<file path="src/rtl/regfile_wb_arbiter.sv">
// regfile_wb_arbiter
//   Shares the single register-file write port between the ALU writeback path
//   and the multi-cycle load writeback path. Loads have fixed priority. A
//   starvation counter forces the ALU through after STARVE_LIMIT refused
//   cycles. A 32-entry busy scoreboard tracks registers with an outstanding
//   load and stalls issue on RAW/WAW hazards against them.
//
// Ports
//   clk, rst_n                        clock, async active-low reset
//   iss_valid/rs1/rs2/rd/is_load      issuing instruction from decode
//   iss_stall                         decode must hold the instruction
//   alu_valid/rd/data, alu_ready      ALU writeback request / grant
//   ld_valid/rd/data, ld_ready        load writeback request / grant
//   reg_we, rd_src, rd                registered register-file write port
module regfile_wb_arbiter #(
  parameter int STARVE_LIMIT = 4,
  parameter int CNT_W        = 4
) (
  input  logic        clk,
  input  logic        rst_n,
  input  logic        iss_valid,
  input  logic [4:0]  iss_rs1,
  input  logic [4:0]  iss_rs2,
  input  logic [4:0]  iss_rd,
  input  logic        iss_is_load,
  output logic        iss_stall,
  input  logic        alu_valid,
  input  logic [4:0]  alu_rd,
  input  logic [31:0] alu_data,
  output logic        alu_ready,
  input  logic        ld_valid,
  input  logic [4:0]  ld_rd,
  input  logic [31:0] ld_data,
  output logic        ld_ready,
  output logic        reg_we,
  output logic [4:0]  rd_src,
  output logic [31:0] rd
);

  logic [CNT_W-1:0] cnt;
  logic [31:0]      busy;
  logic [31:0]      busy_nxt;
  logic             force_alu;
  logic             alu_grant;
  logic             ld_grant;
  logic             iss_accept;
  logic [4:0]       wr_addr;
  logic [31:0]      wr_data;

  assign force_alu = (cnt >= CNT_W'(STARVE_LIMIT));
  assign alu_grant = alu_valid & (~ld_valid | force_alu);
  assign ld_grant  = ld_valid & ~alu_grant;
  assign alu_ready = alu_grant;
  assign ld_ready  = ld_grant;

  // Stall looks at pre-edge busy only: no same-cycle bypass of a clearing load.
  assign iss_stall  = iss_valid & (busy[iss_rs1] | busy[iss_rs2] | busy[iss_rd]);
  assign iss_accept = iss_valid & ~iss_stall;

  assign wr_addr = alu_grant ? alu_rd : ld_rd;
  assign wr_data = alu_grant ? alu_data : ld_data;

  // Clear first, then set: a new load issuing to the same register is younger
  // than the one completing, so the bit must stay set.
  always_comb begin
    busy_nxt = busy;
    if (ld_grant) begin
      busy_nxt[ld_rd] = 1'b0;
    end
    if (iss_accept && iss_is_load) begin
      busy_nxt[iss_rd] = 1'b1;
    end
    busy_nxt[0] = 1'b0;
  end

  always_ff @(posedge clk or negedge rst_n) begin
    if (!rst_n) begin
      busy <= '0;
    end else begin
      busy <= busy_nxt;
    end
  end

  always_ff @(posedge clk or negedge rst_n) begin
    if (!rst_n) begin
      cnt <= '0;
    end else if (!alu_valid || alu_grant) begin
      cnt <= '0;
    end else if (!force_alu) begin
      cnt <= cnt + CNT_W'(1);
    end
  end

  // A granted write to x0 is consumed but never reaches the register file.
  always_ff @(posedge clk or negedge rst_n) begin
    if (!rst_n) begin
      reg_we <= 1'b0;
      rd_src <= '0;
      rd     <= '0;
    end else if (alu_grant || ld_grant) begin
      reg_we <= (wr_addr != 5'd0);
      rd_src <= wr_addr;
      rd     <= wr_data;
    end else begin
      reg_we <= 1'b0;
    end
  end

endmodule

</file>
<file path="config.mk">
export PLATFORM = sky130hd
export DESIGN_NAME = regfile_wb_arbiter
export DESIGN_NICKNAME = d
export VERILOG_FILES = /design/src/rtl/regfile_wb_arbiter.sv
export SDC_FILE = /design/constraint.sdc
export NUM_CORES = 1
export LEC_CHECK = 0
export ABC_AREA = 1
export BUFFER_PORTS_ARGS = -buffer_cell sky130_fd_sc_hd__buf_4
export CORE_MARGIN = 4
export CORE_UTILIZATION = 42
export DETAILED_ROUTE_END_ITERATION = 7
export PLACE_DENSITY = 0.67
export SYNTH_ARGS = -nofsm -noshare
export SYNTH_HDL_FRONTEND = slang
export SYNTH_SLANG_ARGS = --single-unit
</file>
<file path="constraint.sdc">
create_clock -name clk -period 2.6 [get_ports clk]
set_input_delay 0.39 -clock clk [delete_from_list [all_inputs] [get_ports clk]]
set_output_delay 0.39 -clock clk [all_outputs]
set_load 0.01 [all_outputs]
</file>
==> results.md <==
* Clock buffer depth at 2
* Antenna-violating nets left at 0
* CP arrival at 1840 ps
* Comb power frac at 27.2%
* Die Width at 112 um
* Post-synthesis sequential area ratio at 40.4%
* Syn nets at 754
* Post-CTS setup buffers at 0
* Area leader, netlist: dfrtp_1
* Clock power frac at 28.6%
* Num CTS Buffers at 9
* Via density at 5.31
* Die area at 12500 um^2
* Post-cts sizing count at 0
* DR vias at 4883
* Switch Pwr at 1.03 mW
* DRT Pass-1 Iters at 6
* Synth warn at 0
* Req. time, crit path at 2210 ps
* Final setup vio count at 0
* Outcome: complete, no violations
* Row cnt at 37
* Critical path's most frequent cell: buf_4
* DRC at 0
* Area Growth Syn to Fin at 26.4%
* Synth async-reset ratio at 100%
* Final Skew at 10.1 ps
* Setup CP Type: input pin to output port
* Clock transition at path regs at 80 ps
* Dpl ws at 395 ps
* Fin crit period at 2230 ps
* Least-Margin Pin Slew at 895 ps
* Pwr Density at 546 nW/um^2
* Count leader, synth: nand2_1
* Ant diodes at 0
* Vias in the first global route at 4794
* Die Ht at 112 um
* Crit path largest cell delay at 400 ps
* Clock tree sinks at 73
* Reg2reg path depth at 6
* Crit share post-route at 85.7%
* Placed wire-length estimate at 11000 um
* First-pass GRT wire length at 23500 um
* Final WL at 14300 um
* Pin count of the biggest net entering global routing at 74
* Drt wl/cell at 15.6 um
* Maximum vdd drop at 0.000285 V
* Clk root buf: clkbuf_8
* Setup ws final at 372 ps
* Mapped cell area at 4520 um^2
* Cell Int Power at 2.09 mW
* Crit. End Element: output port
* Synth area leaders: dfrtp_1, nand2_1, nand3_1, inv_1, nand4_1
* Cells after Synth at 658
* Fmax at 449 MHz
* Hold Crit Class: input pin to asynchronous set/reset pin
* EDFF count, synth at 0
* Initial Util at 43.4%
* Gr ovfl total at 0
* Final GP Congestion at 0.947
* Sw frac at 33.1%
* Avg Inst Size Synth at 6.86 um^2
* Max H-tree Level at 3
* Critical path, cell by cell: buf_4, nor2_1, inv_2, o22ai_1, o21bai_1, nand2_1, inv_1, nand2_2, nor2_4, a21boi_0, buf_4
* Final Hold Viols at 0
* Final Max Tran Viols at 0
* Startpoint type of the worst setup path: input pin
* Synth top cells by count: nand2_1, nand3_1, dfrtp_1
* Post-synth cell types at 27
* Synth Register Bits at 73
* Starting DRT DRC Count at 650
* Initial antenna violation count at 0
* Share of layout cells above drive strength 1 at 21.4%
* I/O pins at 136
* CP max stage cell: nor2_1
* Total global-route track usage at 23.0%
* Headroom to the max-slew limit at 40.3%
* Post-CTS Hold Fix Bufs at 0
* Nets at 876
* Max-capacitance violation count at 0
* Sum of negative setup slack at 0 ps
* Core area at 10400 um^2
* RSZ-0062 raised after global routing: no
* Maximum net fanout on the critical path at 8
* CTS tree: yes
* Skew-Pair Late Insertion Delay at 350 ps
* Leak at 3.03 nW
* Post-synth top area share at 40.4%
* Reg power frac at 44.2%
* IO Port Bufs at 135
* Ys flop type: dfrtp_1
-- cells in the final DEF, fill, tap and decap left out, types with 2 or more instances in the layout --
cell type   count
inv_1          64
nand3_1        99
nor2_4          2
o211ai_1        2
dfrtp_1        73
inv_2           3
clkbuf_8       10
nor3_1          7
o21ai_0        40
o22ai_1         3
nand2_1       229
nor2_2          2
nor2_1         50
buf_4         143
a21oi_1         7
nand4_1        33
clkinvlp_4      2
a22oi_1         4
-- flip-flops by register name (all words and copies together) (netlist names) --
register,cells
cnt,4
rd_src,5
busy,31
rd,32
reg_we,1
-- critical path, delay by kind of cell --
kind | cells | cell delay [ps]
AOI/OAI and AO/OA | 3 | 400
and+or+nand+nor | 4 | 570
buffers and inverters | 4 | 490
-- worst paths after layout --
| kind | from | slack, ps | end |
|---|---|---|---|
| min in group clk | ld_data[0] | 240 | rd[0]$_DFFE_PN0P_ |
| hold / removal | rst_n | 170 | rd[0]$_DFFE_PN0P_ |
| setup / recovery | iss_rd[0] | 370 | iss_stall |
| max in group asynchronous | rst_n | 1860 | busy[26]$_DFF_PN0_ |
| setup reg to reg | cnt[2]$_DFFE_PN0P_ | 630 | busy[26]$_DFF_PN0_ |
| hold reg to reg | cnt[0]$_DFFE_PN0P_ | 440 | cnt[0]$_DFFE_PN0P_ |
-- final cells by class --
cell class	instances	area, um^2
repair buffers	143	1070
inverters	68	258
fillers	1029	4710
clock inverters	4	53.8
clock buffers	11	141
well taps	136	170
flip-flops and latches	73	1830
multi-input cells	485	2190
-- stage by stage --
step | utilization (%) | instances | total power [mW] | area [um^2] | hold slack (ps)
after floorplan | - | 658 | 1.87 | 4520 | 94.4
after global placement | 52.9 | 905 | 2.23 | 5510 | 421
after detailed placement | 52.9 | 905 | 2.24 | 5510 | 434
after CTS | 54.8 | 920 | 3.13 | 5710 | 189
after global routing | 54.8 | 920 | 3.31 | 5710 | 223
final | 54.8 | 920 | 3.12 | 5710 | 171
-- kinds of logic after synthesis --
kind of cell               after synthesis  share of synthesized area, %
AOI/OAI and AO/OA                       60                          7.62
adders and majority gates                1                         0.277
buffers and inverters                  100                          11.2
DFF                                     73                          40.4
other                                    1                        0.0830
and+or+nand+nor                        423                          40.4
-- routing by layer --
metal  vias up  global-route usage [%]  share of wire (%)
li1       2373                       -                  -
met1      2248                    29.5                 41
met2       230                    37.5                 48
met3        32                    6.63                8.5
met4         0                    7.62                2.4
met5         -                       0                  0
-- power groups by stage --
stage	registers [mW]	clock network [mW]	logic [mW]
finish	1.38	0.891	0.849
global route	1.40	0.962	0.948
global placement	1.39	0	0.833
floorplan	1.40	0	0.472
CTS	1.38	0.911	0.846
detailed placement	1.40	0	0.844
Note: power is estimated with default switching activity, not from simulation.
